==> config.mk <==
export PLATFORM = sky130hd
export DESIGN_NAME = character_renderer_flat
export DESIGN_NICKNAME = d
export VERILOG_FILES = /design/src/rtl/character_renderer_if.sv /design/src/rtl/character_renderer.sv /design/src/flat_wrapper.sv
export SDC_FILE = /design/constraint.sdc
export NUM_CORES = 1
export LEC_CHECK = 0
export BUFFER_PORTS_ARGS = -buffer_cell sky130_fd_sc_hd__buf_2
export CAP_MARGIN = 10
export CORE_MARGIN = 2
export CORE_UTILIZATION = 58
export CTS_CLUSTER_SIZE = 12
export DETAILED_ROUTE_END_ITERATION = 7
export PLACE_DENSITY = 0.8
export SLEW_MARGIN = 20
export SYNTH_ARGS = -nofsm -noshare
export SYNTH_HDL_FRONTEND = slang
export SYNTH_SLANG_ARGS = --single-unit
export TNS_END_PERCENT = 20
==> constraint.sdc <==
create_clock -name sys_clk -period 4.2 [get_ports sys_clk]
set_input_delay 0.42 -clock sys_clk [delete_from_list [all_inputs] [get_ports sys_clk]]
set_output_delay 0.42 -clock sys_clk [all_outputs]
set_load 0.01 [all_outputs]
==> src/rtl/character_renderer_if.sv <==
// Renderer bus: sprite position inputs, sprite ROM port and video outputs.
interface character_renderer_if #(
  parameter int PHY_WIDTH   = 10,
  parameter int PIXEL_WIDTH = 12
);
  logic signed [PHY_WIDTH:0] char_pos_x;
  logic signed [PHY_WIDTH:0] char_pos_y;
  logic [1:0]                char_face;
  logic [9:0]                sprite_addr;
  logic [PIXEL_WIDTH-1:0]    sprite_data;
  logic                      hsync;
  logic                      vsync;
  logic                      de;
  logic [PIXEL_WIDTH-1:0]    rgb;
  logic                      frame_start;

  modport master (
    input  char_pos_x, char_pos_y, char_face, sprite_data,
    output sprite_addr, hsync, vsync, de, rgb, frame_start
  );

  modport slave (
    output char_pos_x, char_pos_y, char_face, sprite_data,
    input  sprite_addr, hsync, vsync, de, rgb, frame_start
  );
endinterface

==> src/rtl/character_renderer.sv <==
// VGA-timed renderer drawing a ROM sprite over a walled map rectangle.
// Sprite position/facing is sampled once per frame at the start of vsync.
module character_renderer #(
  parameter int PHY_WIDTH    = 10,
  parameter int PIXEL_WIDTH  = 12,
  parameter int WALL_WIDTH   = 10,
  parameter int MAP_WIDTH_X  = 100,
  parameter int MAP_WIDTH_Y  = 100,
  parameter int MAP_X_OFFSET = 270,
  parameter int MAP_Y_OFFSET = 50,
  parameter int CHAR_WIDTH_X = 32,
  parameter int CHAR_WIDTH_Y = 32,
  parameter logic [PIXEL_WIDTH-1:0] WALL_COLOR = 12'h888,
  parameter logic [PIXEL_WIDTH-1:0] BG_COLOR   = 12'h000,
  parameter logic [PIXEL_WIDTH-1:0] KEY_COLOR  = 12'hF0F,
  parameter int H_VISIBLE = 640,
  parameter int H_FRONT   = 16,
  parameter int H_SYNC    = 96,
  parameter int H_BACK    = 48,
  parameter int V_VISIBLE = 480,
  parameter int V_FRONT   = 10,
  parameter int V_SYNC    = 2,
  parameter int V_BACK    = 33
) (
  input  logic                  sys_clk,
  input  logic                  sys_rst_n,
  character_renderer_if.master  bus
);

  localparam int unsigned CNT_W  = 10;
  localparam int unsigned CW     = PHY_WIDTH + 2;
  localparam int unsigned ADDR_W = 10;
  localparam int H_TOTAL = H_VISIBLE + H_FRONT + H_SYNC + H_BACK;
  localparam int V_TOTAL = V_VISIBLE + V_FRONT + V_SYNC + V_BACK;

  localparam logic [CNT_W-1:0] H_LAST  = CNT_W'(H_TOTAL - 1);
  localparam logic [CNT_W-1:0] V_LAST  = CNT_W'(V_TOTAL - 1);
  localparam logic [CNT_W-1:0] H_VIS_C = CNT_W'(H_VISIBLE);
  localparam logic [CNT_W-1:0] V_VIS_C = CNT_W'(V_VISIBLE);
  localparam logic [CNT_W-1:0] HS_BEG  = CNT_W'(H_VISIBLE + H_FRONT);
  localparam logic [CNT_W-1:0] HS_END  = CNT_W'(H_VISIBLE + H_FRONT + H_SYNC);
  localparam logic [CNT_W-1:0] VS_BEG  = CNT_W'(V_VISIBLE + V_FRONT);
  localparam logic [CNT_W-1:0] VS_END  = CNT_W'(V_VISIBLE + V_FRONT + V_SYNC);

  localparam logic signed [CW-1:0] Y_TOP  = CW'(V_VISIBLE - 1);
  localparam logic signed [CW-1:0] CHX    = CW'(CHAR_WIDTH_X);
  localparam logic signed [CW-1:0] CHY    = CW'(CHAR_WIDTH_Y);
  localparam logic signed [CW-1:0] CHX_M1 = CW'(CHAR_WIDTH_X - 1);
  localparam logic signed [CW-1:0] CHY_M1 = CW'(CHAR_WIDTH_Y - 1);
  localparam logic signed [CW-1:0] MX0    = CW'(MAP_X_OFFSET);
  localparam logic signed [CW-1:0] MX1    = CW'(MAP_X_OFFSET + MAP_WIDTH_X);
  localparam logic signed [CW-1:0] MY0    = CW'(MAP_Y_OFFSET);
  localparam logic signed [CW-1:0] MY1    = CW'(MAP_Y_OFFSET + MAP_WIDTH_Y);
  localparam logic signed [CW-1:0] MXW0   = CW'(MAP_X_OFFSET + WALL_WIDTH);
  localparam logic signed [CW-1:0] MXW1   = CW'(MAP_X_OFFSET + MAP_WIDTH_X - WALL_WIDTH);
  localparam logic signed [CW-1:0] MYW0   = CW'(MAP_Y_OFFSET + WALL_WIDTH);
  localparam logic signed [CW-1:0] MYW1   = CW'(MAP_Y_OFFSET + MAP_WIDTH_Y - WALL_WIDTH);

  logic [1:0]                div;
  logic                      pix_tick;
  logic [CNT_W-1:0]          hcnt, vcnt;
  logic signed [PHY_WIDTH:0] sh_x, sh_y;
  logic [1:0]                sh_face;
  logic                      frame_start_r;

  logic signed [CW-1:0] wx, wy, px, py, dx, dy, col, row, addr_full;
  logic                 sprite_hit, in_map, wall_hit, de_c, hs_c, vs_c;
  logic [ADDR_W-1:0]    addr_c;

  logic [ADDR_W-1:0]      addr_r;
  logic                   s1_sprite, s1_wall, s1_de, s1_hs, s1_vs;
  logic [PIXEL_WIDTH-1:0] rgb_r;
  logic                   de_r, hs_r, vs_r;

  assign pix_tick = (div == 2'd3);

  // Pixel divider, raster counters and once-per-frame position shadow
  always_ff @(posedge sys_clk or negedge sys_rst_n) begin
    if (!sys_rst_n) begin
      div           <= '0;
      hcnt          <= '0;
      vcnt          <= '0;
      sh_x          <= '0;
      sh_y          <= '0;
      sh_face       <= 2'b01;
      frame_start_r <= 1'b0;
    end else begin
      div           <= div + 2'd1;
      frame_start_r <= 1'b0;
      if (pix_tick) begin
        if (hcnt == H_LAST) begin
          hcnt <= '0;
          vcnt <= (vcnt == V_LAST) ? '0 : vcnt + CNT_W'(1);
        end else begin
          hcnt <= hcnt + CNT_W'(1);
        end
        if (hcnt == '0 && vcnt == VS_BEG) begin
          sh_x          <= bus.char_pos_x;
          sh_y          <= bus.char_pos_y;
          sh_face       <= bus.char_face;
          frame_start_r <= 1'b1;
        end
      end
    end
  end

  // Screen-to-world mapping, sprite/wall hit tests and ROM address
  always_comb begin
    wx = CW'(hcnt);
    wy = Y_TOP - CW'(vcnt);
    px = CW'(sh_x);
    py = CW'(sh_y);
    dx = wx - px;
    dy = wy - py;
    sprite_hit = !dx[CW-1] && (dx < CHX) && !dy[CW-1] && (dy < CHY);
    col = (sh_face == 2'b11) ? CHX_M1 - dx : dx;
    row = CHY_M1 - dy;
    addr_full = row * CHX + col;
    addr_c = sprite_hit ? ADDR_W'(addr_full) : '0;
    in_map = (wx >= MX0) && (wx < MX1) && (wy >= MY0) && (wy < MY1);
    wall_hit = in_map && ((wx < MXW0) || (wx >= MXW1) || (wy < MYW0) || (wy >= MYW1));
    de_c = (hcnt < H_VIS_C) && (vcnt < V_VIS_C);
    hs_c = !((hcnt >= HS_BEG) && (hcnt < HS_END));
    vs_c = !((vcnt >= VS_BEG) && (vcnt < VS_END));
  end

  // Stage 1 issues the ROM read; stage 2 resolves colour once data returns
  always_ff @(posedge sys_clk or negedge sys_rst_n) begin
    if (!sys_rst_n) begin
      addr_r    <= '0;
      s1_sprite <= 1'b0;
      s1_wall   <= 1'b0;
      s1_de     <= 1'b0;
      s1_hs     <= 1'b1;
      s1_vs     <= 1'b1;
      rgb_r     <= '0;
      de_r      <= 1'b0;
      hs_r      <= 1'b1;
      vs_r      <= 1'b1;
    end else begin
      addr_r    <= addr_c;
      s1_sprite <= sprite_hit;
      s1_wall   <= wall_hit;
      s1_de     <= de_c;
      s1_hs     <= hs_c;
      s1_vs     <= vs_c;
      if (!s1_de)
        rgb_r <= '0;
      else if (s1_sprite && (bus.sprite_data != KEY_COLOR))
        rgb_r <= bus.sprite_data;
      else if (s1_wall)
        rgb_r <= WALL_COLOR;
      else
        rgb_r <= BG_COLOR;
      de_r <= s1_de;
      hs_r <= s1_hs;
      vs_r <= s1_vs;
    end
  end

  assign bus.sprite_addr = addr_r;
  assign bus.rgb         = rgb_r;
  assign bus.de          = de_r;
  assign bus.hsync       = hs_r;
  assign bus.vsync       = vs_r;
  assign bus.frame_start = frame_start_r;

endmodule
==> src/flat_wrapper.sv <==
// flat-port wrapper written by rule: the top's interface ports become plain ports
module character_renderer_flat 
#(
  parameter int PHY_WIDTH    = 10,
  parameter int PIXEL_WIDTH  = 12,
  parameter int WALL_WIDTH   = 10,
  parameter int MAP_WIDTH_X  = 100,
  parameter int MAP_WIDTH_Y  = 100,
  parameter int MAP_X_OFFSET = 270,
  parameter int MAP_Y_OFFSET = 50,
  parameter int CHAR_WIDTH_X = 32,
  parameter int CHAR_WIDTH_Y = 32,
  parameter logic [PIXEL_WIDTH-1:0] WALL_COLOR = 12'h888,
  parameter logic [PIXEL_WIDTH-1:0] BG_COLOR   = 12'h000,
  parameter logic [PIXEL_WIDTH-1:0] KEY_COLOR  = 12'hF0F,
  parameter int H_VISIBLE = 640,
  parameter int H_FRONT   = 16,
  parameter int H_SYNC    = 96,
  parameter int H_BACK    = 48,
  parameter int V_VISIBLE = 480,
  parameter int V_FRONT   = 10,
  parameter int V_SYNC    = 2,
  parameter int V_BACK    = 33
)
  (sys_clk, sys_rst_n, bus_char_pos_x, bus_char_pos_y, bus_char_face, bus_sprite_data, bus_sprite_addr, bus_hsync, bus_vsync, bus_de, bus_rgb, bus_frame_start);
  character_renderer_if #(.PHY_WIDTH(PHY_WIDTH), .PIXEL_WIDTH(PIXEL_WIDTH)) bus_i ();
  input  logic sys_clk;
  input  logic sys_rst_n;
  input wire logic [$bits(bus_i.char_pos_x)-1:0] bus_char_pos_x;
  input wire logic [$bits(bus_i.char_pos_y)-1:0] bus_char_pos_y;
  input wire logic [$bits(bus_i.char_face)-1:0] bus_char_face;
  input wire logic [$bits(bus_i.sprite_data)-1:0] bus_sprite_data;
  output wire logic [$bits(bus_i.sprite_addr)-1:0] bus_sprite_addr;
  output wire logic [$bits(bus_i.hsync)-1:0] bus_hsync;
  output wire logic [$bits(bus_i.vsync)-1:0] bus_vsync;
  output wire logic [$bits(bus_i.de)-1:0] bus_de;
  output wire logic [$bits(bus_i.rgb)-1:0] bus_rgb;
  output wire logic [$bits(bus_i.frame_start)-1:0] bus_frame_start;
  assign bus_i.char_pos_x = bus_char_pos_x;
  assign bus_i.char_pos_y = bus_char_pos_y;
  assign bus_i.char_face = bus_char_face;
  assign bus_i.sprite_data = bus_sprite_data;
  assign bus_sprite_addr = bus_i.sprite_addr;
  assign bus_hsync = bus_i.hsync;
  assign bus_vsync = bus_i.vsync;
  assign bus_de = bus_i.de;
  assign bus_rgb = bus_i.rgb;
  assign bus_frame_start = bus_i.frame_start;
  character_renderer #(.PHY_WIDTH(PHY_WIDTH), .PIXEL_WIDTH(PIXEL_WIDTH), .WALL_WIDTH(WALL_WIDTH), .MAP_WIDTH_X(MAP_WIDTH_X), .MAP_WIDTH_Y(MAP_WIDTH_Y), .MAP_X_OFFSET(MAP_X_OFFSET), .MAP_Y_OFFSET(MAP_Y_OFFSET), .CHAR_WIDTH_X(CHAR_WIDTH_X), .CHAR_WIDTH_Y(CHAR_WIDTH_Y), .WALL_COLOR(WALL_COLOR), .BG_COLOR(BG_COLOR), .KEY_COLOR(KEY_COLOR), .H_VISIBLE(H_VISIBLE), .H_FRONT(H_FRONT), .H_SYNC(H_SYNC), .H_BACK(H_BACK), .V_VISIBLE(V_VISIBLE), .V_FRONT(V_FRONT), .V_SYNC(V_SYNC), .V_BACK(V_BACK)) u_core (.sys_clk(sys_clk), .sys_rst_n(sys_rst_n), .bus(bus_i));
endmodule
Word level (Yosys, flattened, before mapping):

Index checks and enable logic that the tools add are counted.

* order comparisons: 16
* eq/ne operators: 6
* muxes and demuxes: 9
* add/sub/neg operators: 9
* multipliers: 0
* reductions and logical operators: 22
* shifts and indexed selects: 0
* div/mod/pow operators: 0
* bitwise logic cells: 0

Operators by type and width (count)
* less-than comparator 10 x 9 -> 1 bit, second input constant: 4
* two-way mux 10 bit: 4
* two-way mux 12 bit: 3
* >= comparator 10 x 9 -> 1 bit, second input constant: 3
* less-than comparator 12 x 7 -> 1 bit, second input constant: 2
* subtractor 11 x 11 -> 12 bit: 2
* adder 10 x 1 -> 10 bit, second input constant: 2
* == test 10 bit, second input constant: 2
* less-than comparator 10 bit, second input constant: 2
* logical AND 1 bit: 12
* != test 12 bit, second input constant: 1
* >= comparator 11 x 7 -> 1 bit, second input constant: 1
* >= comparator 11 x 9 -> 1 bit, second input constant: 1
* less-than comparator 11 x 7 -> 1 bit, second input constant: 1
* less-than comparator 11 x 9 -> 1 bit, second input constant: 1
* subtractor 9 x 10 -> 11 bit, first input constant: 1
* adder 10 bit: 1
* == test 10 x 9 -> 1 bit, second input constant: 1
* >= comparator 10 bit, second input constant: 1
* zero test 10 bit: 1
* subtractor 6 x 10 -> 10 bit, first input constant: 1
* subtractor 1 x 5 -> 5 bit, first input constant: 1
* == test 2 bit, second input constant: 2
* zero test 1 bit: 4
* 4 further kinds: 8

* memory bits (writable): 0
* ROM bits: 0
* memories kept: 0
* bits in latches: 0
* logic and storage cells: 79
* output and inout port bits: 26
* bits in registers: 77
* input bits: 38

Logic depth before layout (Yosys ltp):

* depth after elaboration: 6
* depth in mapped cells: 19

Worst setup path before layout:

Ideal clock, no wire load.

* kind: register to register
* start: reg u_core.hcnt[0]
* end: reg u_core.addr_r[9] (netlist: u_core.bus.sprite_addr[9])
* clock period less this slack: 3.830 ns
* data arrival time: 3.702 ns
* stages on the path, launching flop included: 20
* setup time: 0.128 ns
* path slack: 0.370 ns
* path through: dfrtp_1 -> inv_1 -> ha_1 -> inv_1 -> fa_1 -> a21oi_1 -> nor2_1 -> o31a_1 -> or2_2 -> ha_1 -> inv_1 -> mux2i_1 -> fa_1 -> a21o_1 -> a21oi_1 -> xnor2_1 -> xnor2_1 -> xnor2_1 -> xnor2_1 -> nor3_2

* longest elaborated chain between the ends: 6

Ends and longest elaborated chain
* start: declaration: RTL line character_renderer.sv:61 `logic [CNT_W-1:0] hcnt, vcnt;`
* start signal: assignment: RTL line character_renderer.sv:95 `hcnt <= hcnt + CNT_W'(1);`
* subtractor 11 x 11 -> 12 bit (*): RTL line character_renderer.sv:113 `dx = wx - px;`
* branches (longest 4 deep; another with subtractor 6 x 10 -> 10 bit)
* two-way mux 10 bit (*): RTL line character_renderer.sv:119 `addr_c = sprite_hit ? ADDR_W'(addr_full) : '0;`
* net u_core.addr_c[9]: RTL line character_renderer.sv:68 `logic [ADDR_W-1:0] addr_c;`
* end signal: assignment: RTL line character_renderer.sv:141 `addr_r <= addr_c;`
* end: declaration: RTL line character_renderer.sv:70 `logic [ADDR_W-1:0] addr_r;`

Mark *: on every way through the listed nets, which the timed path passes.
A chain may end at the register's enable or synchronous reset.

Final worst setup path:

Ends and elaborated chain as after synthesis.

==> results_dict.tcl <==
set metrics [dict create \
    status "complete, no violations" \
    setup_slack_ns 0.210 \
    synth.largest_area_cell "dfrtp_1" \
    utilization_pct 67.8 \
    cts.reportedPaths.clkPinSlew_ns 0.09 \
    synth.net_count 560 \
    reg2regPathDepth 19 \
    yosys-top-cells-area "dfrtp_1 39%, ha_1 9.5%, xnor2_1 4.9%, o21ai_0 4.0%, nand2_1 4.0%" \
    numCtsBuffers 9 \
    crit_path_end_kind "flop" \
    first_global_vias 3476 \
    cts_num_sinks 77 \
    gp_congestion 0.845 \
    multi_input_area_um2 2500 \
    finalSetupViolations 0 \
    grtUsageMet1_pct 32.1 \
    diodes 0 \
    core_um2 7730 \
    filler_cell_count 637 \
    hold_viol_final 0 \
    cp.arrival_ns 4.23 \
    pre_cts_slack_ns 0.107 \
    crit_required_ns 4.44 \
    syn_area_um2 4630 \
    critPathKind "flop to flop" \
    synth_cell_types 54 \
    portBuffers 63 \
    timing.critical_path.mode_cell "xnor2_1" \
    wl_per_cell_um 15.2 \
    io_pins 64 \
    use_met2_pct 38.7 \
    grt_pass1_wl_um 16400 \
    row_count 32 \
    routed_wl_um 9960 \
    skew_ns 0.00791 \
    synth_edf_count 0 \
    syn_inst 484 \
    routed-via-count 3671 \
    clockRootBuffer "clkbuf_8" \
    synth_top_area_share_pct 39.0 \
    maxCapViolCount 0 \
    critPathLaunchType "flop" \
    crit_path_max_fanout 4 \
    min_path_type "input port to async pin" \
    drive_above_1_share_pct 20.4 \
    crit_slowest_cell "dfrtp_1" \
    p_total_mw 1.31 \
    cts_hold_buf 0 \
    fp.dieH_um 93.3 \
    grt_use_total_pct 24.0 \
    grt.busiest_layer "met2" \
    power.density_nw_per_um2 249 \
    die_w_um 93.3 \
    fin_nets 624 \
    regArea_um2 1930 \
    layout_min_cycle_time_ns 3.99 \
    antenna_found_initial 0 \
    fin_hold_ws_ns 0.197 \
    yosys_warnings 0 \
    vias_per_cell 5.60 \
    synth_seq_cells 77 \
    drtAntennaViolNets 0 \
    dr.pass1.iters 5 \
    crit_chain "inv_1 -> ha_1 -> inv_1 -> fa_2 -> a21oi_2 -> nor2_1 -> o31a_1 -> or2_2 -> ha_1 -> nor2_2 -> xor2_1 -> ha_1 -> a21o_1 -> a21oi_1 -> xnor2_1 -> xnor2_1 -> xnor2_1 -> xnor2_1 -> nor3_2" \
    min_period_over_period_pct 95.0 \
    synth-main-ff-cell "dfrtp_1" \
    avgSynthCellArea_um2 9.56 \
    peakVddDrop_mv 0.125 \
    drt_iter0_drc 266 \
    clock_path_buffers 2 \
    die-area_um2 8710 \
    clock_latency_ns 0.37 \
    htreeDepth 3 \
    ys_seq_area_share_pct 41.8 \
    p_leak_nw 2.55 \
    dpl.hpwl_um 7310 \
    start_util_pct 59.9 \
    met3_usage_pct 5.24 \
    slew_headroom_pct 31.3 \
    async_reset_ff_share_pct 100 \
    worstMarginPinSlew_ns 1.02 \
    max_stage_delay_ns 0.43 \
    cts_tree "done" \
    syn_to_final_growth_pct 13.2 \
    grt-ovfl-total 0 \
    grt_max_degree 78 \
    finalMaxSlewViolations 0 \
    fin_setup_tns_ns 0 \
    timing.fmax_ghz 0.251 \
    drc_errors 0 \
]
[layout make-up]
class / count / share of cell area [%]
Clock buffer: 9 / 2.37
Clock inverter: 7 / 1.10
Inverter: 38 / 2.72
Multi-Input combinational cell: 355 / 47.8
Sequential cell: 77 / 36.9
Tap cell: 102 / 2.44
Timing Repair Buffer: 67 / 6.64
[report_power, final]
group	leakage [nW]	switching [mW]	internal, mW
combinational	1.53	0.0196	0.0134
clock	0.0881	0.310	0.223
sequential	0.934	0	0.741
total	2.55	0.330	0.977
[sequential cells by signal (all words and copies together), names as in the netlist, 2 cells and up]
signal / flops
u_core.sh_y: 11
u_core.sh_face: 2
u_core.div: 2
u_core.bus.sprite_addr: 10
u_core.hcnt: 10
u_core.vcnt: 10
u_core.bus.rgb: 12
u_core.sh_x: 11
[stage by stage]
| stage | cells | cell area (um^2) |
|---|---|---|
| after floorplan | 484 | 4630 |
| after global placement | 638 | 5040 |
| after detailed placement | 638 | 5040 |
| after CTS | 654 | 5220 |
| after global routing | 655 | 5240 |
| final | 655 | 5240 |
[synth_stat cells, types with 3 or more instances]
| cell | count |
|---|---|
| a211oi_1 | 3 |
| a21o_1 | 7 |
| a21oi_1 | 20 |
| a31oi_1 | 6 |
| and2_1 | 8 |
| and3_1 | 7 |
| buf_2 | 3 |
| clkbuf_1 | 10 |
| dfrtp_1 | 72 |
| dfstp_2 | 5 |
| fa_1 | 3 |
| ha_1 | 35 |
| inv_1 | 38 |
| mux2_2 | 6 |
| mux2i_1 | 4 |
| nand2_1 | 49 |
| nand2b_1 | 9 |
| nand3_1 | 13 |
| nand3b_1 | 3 |
| nand4_1 | 7 |
| nand4b_1 | 4 |
| nor2_1 | 31 |
| nor2b_1 | 3 |
| nor3_1 | 6 |
| nor3_2 | 9 |
| nor4_1 | 4 |
| o211ai_1 | 4 |
| o21a_1 | 5 |
| o21ai_0 | 37 |
| or3_1 | 4 |
| xnor2_1 | 26 |
| xor2_1 | 13 |
[path summary, 6_finish.rpt]
path,startpoint,endpoint,slack [ns]
worst min register to register,u_core.s1_vs$_DFF_PN1_,u_core.bus.vsync$_DFF_PN1_,0.36
worst max register to register,u_core.hcnt[0]$_DFFE_PN0P_,u_core.bus.sprite_addr[9]$_DFF_PN0_,0.21
worst min-delay path,sys_rst_n,u_core.bus.sprite_addr[0]$_DFF_PN0_,0.20
min in group sys_clk,bus_char_pos_x[5],u_core.sh_x[5]$_DFFE_PN0P_,0.25
max in group asynchronous,sys_rst_n,u_core.bus.frame_start$_DFF_PN0_,3.41
worst max-delay path,u_core.hcnt[0]$_DFFE_PN0P_,u_core.bus.sprite_addr[9]$_DFF_PN0_,0.21
[layout by cell type, fill, tap and decap left out, types with 7 or more instances in the layout]
| master | n |
|---|---|
| a21oi_1 | 19 |
| clkbuf_8 | 9 |
| a21o_1 | 7 |
| and3_1 | 7 |
| nand2b_1 | 9 |
| nor3_2 | 8 |
| nor2_1 | 30 |
| nand4_1 | 7 |
| nand3_1 | 13 |
| xnor2_1 | 26 |
| and2_1 | 8 |
| xor2_1 | 13 |
| ha_1 | 35 |
| dfrtp_1 | 72 |
| buf_2 | 62 |
| o21ai_0 | 37 |
| inv_1 | 38 |
| nand2_1 | 49 |
[cells by family (layout without fill, tap and decap cells)]
kind of cell               Yosys count  count (layout)  synth area share (%)
DFF                                 77              77                  41.8
and+or+nand+nor                    169             169                  19.7
muxes                               10              10                  2.33
buffers and inverters               52             121                  4.46
xor gates and xnor gates            39              39                  7.38
adders and majority gates           38              38                  10.8
AOI/OAI and AO/OA                   99              99                  13.5
[worst max-delay path: cells and delay by family (launching register included)]
| kind | cells | cell delay, ns |
|---|---|---|
| AOI/OAI and AO/OA | 4 | 0.81 |
| xor gates and xnor gates | 5 | 0.83 |
| DFF | 1 | 0.43 |
| adders and majority gates | 4 | 1.04 |
| and+or+nand+nor | 4 | 0.60 |
| buffers and inverters | 2 | 0.15 |
[layer usage]
layer / wire length [um] / share of wire [%]
met1: 4430 / 44
met2: 4720 / 47
met3: 580 / 5.8
met4: 238 / 2.4
met5: 0 / 0
[what timing repair did]
action                                 CTS  global route
setup endpoints to repair                0             1
endpoints found under the hold margin    0             0
buffers inserted                         0             1
gates resized for setup                  0             4
(Power assumes the default switching activity.)
